File: src/rtl/apb_resp_pkg.sv
// Shared definitions for the APB register responder.
// Contents:
//   - FSM state encoding (the localparams and the enum that uses them)
//   - Bit positions inside the latched error-cause vector
//   - idx_width(): width of a register index for a given register count
package apb_resp_pkg;

  localparam logic [1:0] ST_IDLE = 2'd0;
  localparam logic [1:0] ST_WAIT = 2'd1;
  localparam logic [1:0] ST_RESP = 2'd2;

  typedef enum logic [1:0] {
    S_IDLE = ST_IDLE,
    S_WAIT = ST_WAIT,
    S_RESP = ST_RESP
  } state_e;

  localparam int ERR_ALIGN = 0;
  localparam int ERR_RANGE = 1;
  localparam int ERR_RO    = 2;
  localparam int ERR_W     = 3;

  // A single register still needs a 1-bit index.
  function automatic int idx_width(input int n);
    return (n <= 1) ? 1 : $clog2(n);
  endfunction

endpackage

File: src/rtl/apb_addr_decode.sv
// Combinational address decoder for the APB register responder.
// Ports:
//   paddr  in   byte address from the bus
//   pwrite in   transfer direction, needed for the read-only check
//   idx    out  register index (halfword offset from BASE_ADDR)
//   err    out  error causes, bit positions ERR_ALIGN/ERR_RANGE/ERR_RO
module apb_addr_decode
  import apb_resp_pkg::*;
#(
  parameter int                   ADDR_W    = 20,
  parameter int                   NUM_REGS  = 16,
  parameter logic [ADDR_W-1:0]    BASE_ADDR = '0,
  parameter logic [NUM_REGS-1:0]  RO_MASK   = '0,
  parameter int                   IW        = idx_width(NUM_REGS)
) (
  input  logic [ADDR_W-1:0] paddr,
  input  logic              pwrite,
  output logic [IW-1:0]     idx,
  output logic [ERR_W-1:0]  err
);

  localparam logic [ADDR_W:0] SPAN = (ADDR_W+1)'(2 * NUM_REGS);

  logic [ADDR_W-1:0]   off;
  logic [(2**IW)-1:0]  mask_pad;
  logic                in_range;

  // Zero-extend the mask so every index value selects a defined bit.
  assign mask_pad = (2**IW)'(RO_MASK);

  assign off      = paddr - BASE_ADDR;
  assign idx      = off[IW:1];
  assign in_range = (paddr >= BASE_ADDR) && ({1'b0, off} < SPAN);

  assign err[ERR_ALIGN] = paddr[0];
  assign err[ERR_RANGE] = !in_range;
  assign err[ERR_RO]    = pwrite && in_range && mask_pad[idx];

endmodule

File: src/rtl/apb_reg_responder.sv
// APB completer holding a bank of 16-bit registers.
// Ports:
//   clk, reset          clock (rising edge), asynchronous active-high reset
//   psel, penable       APB select / access phase
//   pwrite, pstrb       direction and byte-lane strobes
//   paddr, pwdata       byte address and write data
//   pready              one-cycle transfer completion
//   prdata, pslverr     read data and error, valid only with pready
//   ro_data             live values for read-only registers
//   regs_o              writable register contents (read-only slices are 0)
//   wr_pulse            one-cycle pulse per register after a committed write
module apb_reg_responder
  import apb_resp_pkg::*;
#(
  parameter int                   ADDR_W      = 20,
  parameter int                   DATA_W      = 16,
  parameter int                   NUM_REGS    = 16,
  parameter logic [ADDR_W-1:0]    BASE_ADDR   = '0,
  parameter int                   WAIT_CYCLES = 1,
  parameter logic [NUM_REGS-1:0]  RO_MASK     = '0
) (
  input  logic                         clk,
  input  logic                         reset,
  input  logic                         psel,
  input  logic                         penable,
  input  logic                         pwrite,
  input  logic [1:0]                   pstrb,
  input  logic [ADDR_W-1:0]            paddr,
  input  logic [DATA_W-1:0]            pwdata,
  output logic                         pready,
  output logic [DATA_W-1:0]            prdata,
  output logic                         pslverr,
  input  logic [NUM_REGS*DATA_W-1:0]   ro_data,
  output logic [NUM_REGS*DATA_W-1:0]   regs_o,
  output logic [NUM_REGS-1:0]          wr_pulse
);

  localparam int IW = idx_width(NUM_REGS);

  state_e              state, state_nxt;
  logic [3:0]          cnt;
  logic [IW-1:0]       dec_idx, idx_lat;
  logic [ERR_W-1:0]    dec_err, err_lat;
  logic                wr_lat;
  logic [1:0]          strb_lat;
  logic [DATA_W-1:0]   wdata_lat;
  logic [DATA_W-1:0]   regs   [NUM_REGS];
  logic [DATA_W-1:0]   ro_arr [NUM_REGS];
  logic [(2**IW)-1:0]  mask_pad;
  logic [DATA_W-1:0]   rd_val;
  logic                accept, commit;

  apb_addr_decode #(
    .ADDR_W    (ADDR_W),
    .NUM_REGS  (NUM_REGS),
    .BASE_ADDR (BASE_ADDR),
    .RO_MASK   (RO_MASK),
    .IW        (IW)
  ) u_decode (
    .paddr  (paddr),
    .pwrite (pwrite),
    .idx    (dec_idx),
    .err    (dec_err)
  );

  assign mask_pad = (2**IW)'(RO_MASK);

  for (genvar i = 0; i < NUM_REGS; i++) begin : g_slices
    assign ro_arr[i]                     = ro_data[i*DATA_W +: DATA_W];
    assign regs_o[i*DATA_W +: DATA_W]    = RO_MASK[i] ? '0 : regs[i];
  end

  // Any psel in IDLE is taken as setup, including a premature penable=1.
  assign accept = (state == S_IDLE) && psel;
  assign commit = (state == S_RESP) && wr_lat && !(|err_lat);

  // ---- FSM ----
  always_ff @(posedge clk or posedge reset) begin
    if (reset) state <= S_IDLE;
    else       state <= state_nxt;
  end

  always_comb begin
    state_nxt = state;
    case (state)
      S_IDLE: if (psel) state_nxt = S_WAIT;
      S_WAIT: begin
        if (!psel)                       state_nxt = S_IDLE;
        else if (penable && cnt == 4'd0) state_nxt = S_RESP;
      end
      S_RESP:  state_nxt = S_IDLE;
      default: state_nxt = S_IDLE;
    endcase
  end

  // Wait-state counter only advances during the access phase.
  always_ff @(posedge clk or posedge reset) begin
    if (reset) begin
      cnt <= 4'd0;
    end else if (accept) begin
      cnt <= 4'(WAIT_CYCLES);
    end else if (state == S_WAIT && penable && cnt != 4'd0) begin
      cnt <= cnt - 4'd1;
    end
  end

  // ---- setup capture ----
  always_ff @(posedge clk or posedge reset) begin
    if (reset) begin
      err_lat <= '0;
      wr_lat  <= 1'b0;
    end else if (accept) begin
      err_lat <= dec_err;
      wr_lat  <= pwrite;
    end
  end

  always_ff @(posedge clk) begin
    if (accept) begin
      idx_lat   <= dec_idx;
      strb_lat  <= pstrb;
      wdata_lat <= pwdata;
    end
  end

  // ---- register bank / commit ----
  always_ff @(posedge clk or posedge reset) begin
    if (reset) begin
      for (int i = 0; i < NUM_REGS; i++) regs[i] <= '0;
      wr_pulse <= '0;
    end else begin
      wr_pulse <= '0;
      if (commit) begin
        if (strb_lat[0]) regs[idx_lat][7:0]  <= wdata_lat[7:0];
        if (strb_lat[1]) regs[idx_lat][15:8] <= wdata_lat[15:8];
        wr_pulse[idx_lat] <= 1'b1;
      end
    end
  end

  // ---- response ----
  assign rd_val  = mask_pad[idx_lat] ? ro_arr[idx_lat] : regs[idx_lat];
  assign pready  = (state == S_RESP);
  assign pslverr = (state == S_RESP) && (|err_lat);
  assign prdata  = ((state == S_RESP) && !(|err_lat)) ? rd_val : '0;

endmodule

File: config.mk
export PLATFORM = sky130hd
export DESIGN_NAME = apb_reg_responder
export DESIGN_NICKNAME = d
export VERILOG_FILES = /design/src/rtl/apb_resp_pkg.sv /design/src/rtl/apb_addr_decode.sv /design/src/rtl/apb_reg_responder.sv
export SDC_FILE = /design/constraint.sdc
export NUM_CORES = 1
export LEC_CHECK = 0
export ABC_CLOCK_PERIOD_IN_PS = 13500
export CAP_MARGIN = 20
export CORE_AREA = 2 2 228 230
export CTS_BUF_LIST = sky130_fd_sc_hd__clkbuf_16
export DETAILED_ROUTE_END_ITERATION = 10
export DIE_AREA = 0 0 230 232
export GPL_ROUTABILITY_DRIVEN = 0
export SLEW_MARGIN = 20
export SYNTH_ARGS = -nofsm -noshare
export SYNTH_HDL_FRONTEND = slang
export SYNTH_SLANG_ARGS = --single-unit
export TNS_END_PERCENT = 5
File: constraint.sdc
create_clock -name clk -period 13.5 [get_ports clk]
set_clock_uncertainty 0.1 [all_clocks]
set_input_delay 2.7 -clock clk [delete_from_list [all_inputs] [get_ports clk]]
set_output_delay 2.7 -clock clk [all_outputs]
set_load 0.1 [all_outputs]
# Yosys cells after proc, flatten, opt, wreduce, memory -nomap -nowiden

Memories as Yosys holds them, arrays and structs flattened. A register that Yosys moved wholly into a read port is not among the register bits.
Cells that the tools add are included.
W data, S select, Z words.

Add/sub/neg operators: 1
Multiplexer cells: 29
Bitwise logic cells: 1
$lt $le $gt $ge: 7
Reductions and logical operators: 21
Equality and inequality tests: 4

Operators with widths:

| kind                  | count |
|---|---|
| $mux W256             | 3 |
| $bwmux W256           | 2 |
| $bmux W16 S4          | 2 |
| $demux W16 S4         | 2 |
| $mux W16              | 8 |
| $ge A20 B1 Y1 const B | 1 |
| $lt A20 B6 Y1 const B | 1 |
| $logic_and A1 B1 Y1   | 13 |
| $mux W4               | 3 |
| $lt A4 B5 Y1 const B  | 2 |
| $mux W8               | 1 |
| $mux W2               | 3 |
| $ge A5 B5 Y1 const B  | 1 |
| $lt A5 B1 Y1 const B  | 1 |
| $not A4 Y5            | 1 |
| $demux W1 S4          | 1 |
| $ge A4 B1 Y1 const B  | 1 |
| $logic_not A4 Y1      | 1 |
| $pmux W2 S2           | 1 |
| $reduce_bool A4 Y1    | 1 |
| $sub A4 B1 Y4 const B | 1 |
| $mux W1               | 3 |
| $ne A3 B3 Y1 const B  | 1 |
| $reduce_or A3 Y1      | 1 |
| 7 further kinds       | 8 |

Bits in read-only memories: 32
Output and inout bits: 290
Flip-flop bits (word level): 304
Logic and storage cells: 89
Memories: 2
Bits of input ports: 299

Memories:

| name             | depth | width | read ports | clocked after memory_dff | wr ports | line                     | source |
|---|---|---|---|---|---|---|---|
| (name not given) | 16    | 1     | 1          | 1                        | 0        | apb_reg_responder.sv:142 | `assign rd_val = mask_pad[idx_lat] ? ro_arr[idx_lat] : regs[idx_lat];` |
| (name not given) | 16    | 1     | 1          | 0                        | 0        | apb_addr_decode.sv:37    | `assign err[ERR_RO] = pwrite && in_range && mask_pad[idx];` |

# Depth between registers and ports, before layout

Gate-level depths: netlist of the first run.

Word-level depth: 10
Depth in mapped cells: 6
Mapped depth without buffers: 6

# Modules after synthesis

From an unflattened synthesis of the first run, not the netlist that was laid out.

Cell total of the unflattened synthesis: 869
Area, all modules: 13,914.6 um2

Modules (own cells, without submodules):

| module            | times used | area each (um2) | cells each | sequential area each (um2) |
|---|---|---|---|---|
| apb_reg_responder | 1          | 13,835.8        | 857        | 7,717.4 |
| apb_addr_decode   | 1          | 78.8            | 12         | 0.0 |

# Least setup slack after synthesis of the first run

No wires, ideal clock.

Kind: register -> output
Start: reg state[0]
End: out prdata[0]
Data arrival time: 3.019 ns
Stages on the path, launching flop included: 7
Path buffers: 2
Setup slack: 7.681 ns
Data required time: 10.700 ns
Cells stage by stage: dfrtp_1 > buf_2 > or4b_1 > nor2_1 > nand2_1 > clkbuf_1 > o211ai_1

Longest elaborated chain between the ends: 3

RTL lines:

| what                   | line                     | source |
|---|---|---|
| start, declared        | apb_reg_responder.sv:40  | `state_e state, state_nxt;` |
| start signal, assigned | apb_reg_responder.sv:80  | `else state <= state_nxt;` |
| $eq A2 B2 Y1           | apb_reg_responder.sv:145 | `assign prdata = ((state == S_RESP) && !(\|err_lat)) ? rd_val : '0;` |
| $logic_and A1 B1 Y1    | apb_reg_responder.sv:145 |  |
| $mux W16               | apb_reg_responder.sv:145 |  |
| end, declared          | apb_reg_responder.sv:31  | `output logic [DATA_W-1:0] prdata,` |

No other way between the ends.

# Worst setup path in the final report of the first run

Start: reg idx_lat[0]
End: out prdata[10]

Longest elaborated chain between the ends: 6
Elaborated cells on any way between the ends: 9
Those cells by class: mux (8); bitwise (1)

RTL lines:

| what                                        | line                     | source |
|---|---|---|
| start, declared                             | apb_reg_responder.sv:42  | `logic [IW-1:0] dec_idx, idx_lat;` |
| start signal, assigned                      | apb_reg_responder.sv:120 | `idx_lat <= dec_idx;` |
| $not A4 Y5 (implied by the code) *          | apb_reg_responder.sv:142 |  |
| $bmux W16 S4                                | apb_reg_responder.sv:142 |  |
| $mux W16 (implied by the code) (2 in a row) | apb_reg_responder.sv:142 |  |
| $mux W16 *                                  | apb_reg_responder.sv:142 |  |
| $mux W16 *                                  | apb_reg_responder.sv:145 |  |

Every way passes the cells marked *; elsewhere a longest branch is shown, timed or not. The select of a mux whose other input is x is not followed.

==> impl_metrics.json, run 1 <==
{
  "status": "finished, final reports clean",
  "worstPathRequired_ps": 10700,
  "rsz0062_at_grt": "false",
  "htreeDepth": 2,
  "timing.critical_path.mode_cell": "buf_4",
  "cts-buffers-inserted": 38,
  "powerDensity_nw_per_um2": 109.1,
  "worst_setup_path_start_kind": "register",
  "io_pins": 589,
  "p_leak_nw": 8.145,
  "final_util_pct": 36.36,
  "synth_nets": 1150,
  "hold_viol_final": 0,
  "io_buffers": 332,
  "grtUsageMet2_pct": 30.76,
  "routed_wl_um": 48100,
  "crit_slowest_cell": "clkdlybuf4s50_1",
  "worst_pin_slew_ps": 1125,
  "fin_crit_ps": 7190,
  "final.fill_count": 4940,
  "grt_max_degree": 74,
  "antenna_found_initial": 0,
  "core_um2": 50890,
  "cpPeakStageDelay_ps": 1040,
  "drt-wirelength-per-cell_um": 25.33,
  "cts_tree": "built",
  "grt_pass1_vias": 9615,
  "postLayoutCellArea_um2": 18500,
  "syn_avg_cell_area_um2": 15.56,
  "viasPerCell": 4.719,
  "crit_type": "register to primary output",
  "hold_class": "register to register",
  "irDropWorstVdd_v": 0.00007507,
  "grt_usage_pct": 18.08,
  "overflow": 0,
  "final_layout_size_suffix_gt1_share_pct": 30.76,
  "placed_area_um2": 17330,
  "drv_slew": 0,
  "max_freq_ghz": 0.1391,
  "top_usage_layer": "met2",
  "hpwl_um": 34400,
  "grt_pass1_wl_um": 69860,
  "setup_tns_ps": 0,
  "whs_ps": 418.8,
  "finalSetupViolations": 0,
  "clk_latency_ps": 550,
  "clk_path_buf_depth": 3,
  "syn_area_um2": 13210,
  "postCtsSetupBuffers": 0,
  "final_nets": 1493,
  "critPathArrivalTime_ps": 4390,
  "drtPass1Iterations": 4,
  "met1_usage_pct": 21.90,
  "fp.dieArea_um2": 53360,
  "cts_resized": 0,
  "ys.flop_type": "dfrtp_1",
  "path_max_fanout": 41,
  "clk_pin_slew_ps": 60,
  "synthArstFlopShare_pct": 92.74,
  "max_slew_margin_pct": 24.74,
  "drtAntennaViolNets": 0,
  "yosys_warnings": 0,
  "ys_types": 38,
  "min_period_over_period_pct": 53.26,
  "cts.hold.buffers_added": 0,
  "row_count": 83,
  "fp.dieH_um": 232,
  "worstPathCellList": "buf_4 > buf_4 > mux4_2 > a22oi_1 > o211ai_1 > clkdlybuf4s50_1",
  "route.vias.total": 8961,
  "total_power_w": 0.002020,
  "root_buffer": "clkbuf_16",
  "synth-edff-count": 22,
  "die_w_um": 230,
  "cts_sinks": 303,
  "drt-initial-drc-count": 473,
  "synth_cells": 849,
  "use_met3_pct": 6.066,
  "worstSetupEndpointType": "primary output",
  "drc": 0,
  "drv_cap": 0,
  "start_util_pct": 25.97,
  "syn2layout_area_growth_pct": 40.05,
  "ys_ff_latch": 303,
  "n_antenna_cell": 0,
  "yosysSeqAreaShare_pct": 58.22
}
-- final cells by class --
class                           count  area [um^2]  area share, %
Sequential cell                   303         7692          41.57
Multi-Input combinational cell    484         5286          28.57
Timing Repair Buffer              347         3452          18.66
Clock buffer                       38        950.9          5.139
Tap cell                          680        850.8          4.598
Clock inverter                     29        196.4          1.062
Inverter                           18        75.07         0.4057
-- per-stage QoR --
| stage | cells | setup slack [ps] |
|---|---|---|
| floorplan | 849 | 2949 |
| global placement | 1830 | 6827 |
| detailed placement | 1830 | 6824 |
| CTS | 1897 | 6207 |
| global route | 1899 | 6039 |
| finish | 1899 | 6310 |
-- cells in the final DEF, fill, tap and decap left out, types with 3 or more instances in the layout --
cell | synthesis | routed
clkdlybuf4s50_1 | 0 | 332
dfrtp_1 | 281 | 281
mux2_2 | 241 | 241
mux4_2 | 62 | 62
nand2_1 | 38 | 38
clkbuf_16 | 0 | 38
inv_1 | 18 | 29
edfxtp_1 | 22 | 22
nor2_1 | 22 | 21
a22oi_1 | 18 | 18
nand3_1 | 18 | 18
mux2_1 | 17 | 17
o211ai_1 | 15 | 15
buf_4 | 0 | 13
nor3_1 | 8 | 8
nand2b_1 | 7 | 7
clkinv_1 | 0 | 7
mux2i_1 | 4 | 4
nor4_1 | 4 | 4
nor2b_1 | 3 | 3
nor3_2 | 3 | 3
xnor2_1 | 3 | 3
clkinv_2 | 0 | 3
-- sequential cells by signal (all words and copies together), names as in the netlist --
name / count
wdata_lat: 16
state: 2
err_lat: 2
wr_lat: 1
strb_lat: 2
regs_o: 256
idx_lat: 4
cnt: 4
wr_pulse: 16
-- worst max-delay path, delay by kind of cell, from the launching register on --
| family | cells | cell delay, ps |
|---|---|---|
| buf+inv | 3 | 2340 |
| mux | 1 | 650 |
| compound gates | 2 | 390 |
| flops | 1 | 320 |
-- where the power goes --
part           leakage (nW)  internal (W)  total, W  switching [W]
Clock                 0.603      0.000550  0.000950       0.000400
Combinational          3.42     0.0000412  0.000107      0.0000654
Sequential             4.12      0.000933  0.000963      0.0000301
Total                  8.15       0.00152   0.00202       0.000495
-- final timing paths --
check	start	to	slack [ps]	depth (start not counted)
worst max-delay path	idx_lat[0]	prdata[10]	6310	6
worst min-delay path	regs_o[170]	regs_o[170]	420	1
worst max register to register	idx_lat[0]	regs_o[20]	10080	6
worst min register to register	regs_o[170]	regs_o[170]	420	1
max in group asynchronous	reset	wr_pulse[6]	8530	4
min in group asynchronous	reset	err_lat[0]	2520	2
-- cells in the mapped netlist, drive strengths merged, types with 2 or more instances --
| library cell | n | area (um^2) |
|---|---|---|
| nand2b | 7 | 43.79 |
| nor4 | 6 | 50.04 |
| mux2i | 4 | 40.04 |
| dfrtp | 281 | 7032 |
| nor2b | 3 | 18.77 |
| nor4b | 2 | 23.77 |
| edfxtp | 22 | 660.6 |
| inv | 18 | 67.56 |
| and2 | 3 | 18.77 |
| nor2 | 23 | 88.84 |
| ha | 2 | 25.02 |
| nand3 | 18 | 90.09 |
| o211ai | 15 | 112.6 |
| nand4b | 2 | 17.52 |
| mux2 | 258 | 2905 |
| a22oi | 18 | 135.1 |
| nand2 | 38 | 142.6 |
| nor3 | 11 | 70.07 |
| clkbuf | 27 | 101.4 |
| buf | 17 | 81.33 |
| xnor2 | 3 | 26.28 |
| mux4 | 62 | 1396 |
-- logic make-up (layout without fill, tap and decap cells) --
| group | count (synthesis) | count (layout) | share of synthesized area, % |
|---|---|---|---|
| xor gates and xnor gates | 3 | 3 | 0.1989 |
| and+or+nand+nor | 118 | 118 | 4.555 |
| DFF | 303 | 303 | 58.22 |
| muxes | 324 | 324 | 32.86 |
| AOI/OAI and AO/OA | 37 | 37 | 2.083 |
| buffers and inverters | 62 | 432 | 1.894 |
| adders and majority gates | 2 | 2 | 0.1894 |
-- per-layer routing --
layer  wire, um  vias to the layer above
li1           -                     3881
met5          0                        -
met4       1120                        0
met2      24050                      299
met1      19140                     4729
met3       3788                       52
(Power assumes the default switching activity.)
==> inputs of run 2 (changes only) <==
Settings changed: ABC_CLOCK_PERIOD_IN_PS 13500 to 6900.
Clock period 13.5 ns to 6.9 ns, I/O delays scaled along.
==> impl_metrics.json, run 2 (synthesis gave the netlist of run 1 again) <==
{
  "min_period_over_period_pct": 82.19,
  "finalWorstSetupSlack_ps": 1229,
  "final.fill_count": 4954,
  "final_common_cell": "clkdlybuf4s50_1",
  "post-place-ws_ps": 1741,
  "wl_met1_um": 18640,
  "cts_tree": "built",
  "final_nets": 1496,
  "whs_ps": 425.0,
  "drt-wirelength-per-cell_um": 24.97,
  "core_um2": 50890,
  "cpPeakStageDelay_ps": 1210,
  "clk_latency_ps": 550,
  "hpwl_um": 34090,
  "path_delay_family": "simple AND/OR/NAND/NOR gates",
  "max_slew_margin_pct": 26.82,
  "powerDensity_nw_per_um2": 214.3,
  "fin_crit_ps": 5671,
  "hold_viol_final": 0,
  "worstSetupEndpointType": "primary output",
  "setup_tns_ps": 0,
  "p_leak_nw": 8.166,
  "start_util_pct": 25.97,
  "cts-buffers-inserted": 37,
  "clk_pin_slew_ps": 60,
  "finalSetupViolations": 0,
  "cts.hold.buffers_added": 0,
  "syn2layout_area_growth_pct": 40.60,
  "topRoutingLayerUsed": "met4",
  "drv_cap": 0,
  "row_count": 83,
  "largest_register_ffs": 256,
  "irDropWorstVdd_v": 0.0001609,
  "io_buffers": 332,
  "critPathArrivalTime_ps": 4190,
  "cts_resized": 0,
  "mostFrequentLayoutCells": "clkdlybuf4s50_1 (332), dfrtp_1 (281), mux2_2 (241), mux4_2 (62), clkbuf_16 (39)",
  "critical_path_buf_inv_count": 1,
  "final_layout_size_suffix_gt1_share_pct": 31.21,
  "dr_wl_met2_um": 24080,
  "wl_met3_um": 3660,
  "route.vias.total": 8962,
  "viasPerCell": 4.707,
  "clk_path_buf_depth": 3,
  "io_pins": 589,
  "worstPathRequired_ps": 5420,
  "grt_max_degree": 157,
  "worstPathCellList": "or4b_1 > nor2_1 > nand2_1 > o211ai_1 > clkdlybuf4s50_1",
  "drtAntennaViolNets": 0,
  "drt-initial-drc-count": 533,
  "grt_pass1_wl_um": 69140,
  "postLayoutCellArea_um2": 18580,
  "routed_wl_um": 47540,
  "drc": 0,
  "postCtsSetupBuffers": 0,
  "drtPass1Iterations": 4,
  "crit_type": "register to primary output",
  "placed_area_um2": 17420,
  "n_antenna_cell": 0,
  "root_buffer": "clkbuf_16",
  "die_w_um": 230,
  "cts_sinks": 303,
  "crit_slowest_cell": "clkdlybuf4s50_1",
  "path_max_fanout": 15,
  "worst_setup_path_start_kind": "register",
  "hold_class": "register to register",
  "worst_pin_slew_ps": 1094,
  "htreeDepth": 2,
  "overflow": 0,
  "antenna_found_initial": 0,
  "rsz0062_at_grt": "false",
  "max_freq_ghz": 0.1763,
  "status": "finished, final reports clean",
  "fp.dieArea_um2": 53360,
  "total_power_w": 0.003980,
  "grt_usage_pct": 17.78,
  "fp.dieH_um": 232,
  "drv_slew": 0,
  "grt_pass1_vias": 9676
}
## run 2: cell types whose count changed in the layout (fill, tap and decap cells not counted)
| cell | before | now |
|---|---|---|
| clkinv_4 | 1 | 0 |
| buf_4 | 13 | 15 |
| inv_1 | 29 | 24 |
| clkinv_2 | 3 | 7 |
| buf_12 | 1 | 4 |
| clkbuf_16 | 38 | 39 |
| clkinv_8 | 1 | 0 |
| buf_6 | 1 | 0 |
| clkinv_1 | 7 | 10 |
| inv_8 | 1 | 0 |
| clkinvlp_4 | 1 | 2 |
## run 2: path summary, 6_finish.rpt
check,startpoint,to,slack (ps),cells after the start
setup / recovery,state[0],prdata[10],1230,5
hold / removal,regs_o[63],regs_o[63],430,1
setup reg to reg,idx_lat[0],regs_o[184],3510,4
hold reg to reg,regs_o[63],regs_o[63],430,1
max in group asynchronous,reset,regs_o[102],3980,4
min in group asynchronous,reset,cnt[2],1240,3
## run 2: where the power goes
part	internal (W)	total, W	leakage [nW]	switching [W]
Sequential	0.00183	0.00189	4.12	0.0000651
Clock	0.00110	0.00188	0.598	0.000784
Combinational	0.0000847	0.000209	3.45	0.000124
## run 2: metrics by stage
step | utilization, % | instances
4_1_cts | 36.51 | 1904
6_report | 36.51 | 1904
3_3_place_gp | 34.23 | 1836
2_1_floorplan | - | 849
5_1_grt | 36.51 | 1904
3_5_place_dp | 34.23 | 1836
## run 2: metal layers
metal	vias to the layer above	track usage, %
li1	3880	-
met1	4743	21.06
met2	277	30.96
met3	62	5.906
met4	0	4.516
met5	-	0
## run 2: layout make-up
| type | count | area, um^2 | share of cell area, % |
|---|---|---|---|
| flip-flops and latches | 303 | 7692 | 41.41 |
| multi-input cells | 484 | 5286 | 28.46 |
| repair buffers | 351 | 3516 | 18.93 |
| clock buffers | 39 | 975.9 | 5.254 |
| well taps | 680 | 850.8 | 4.580 |
| clock inverters | 29 | 183.9 | 0.9901 |
| inverters | 18 | 71.32 | 0.3839 |
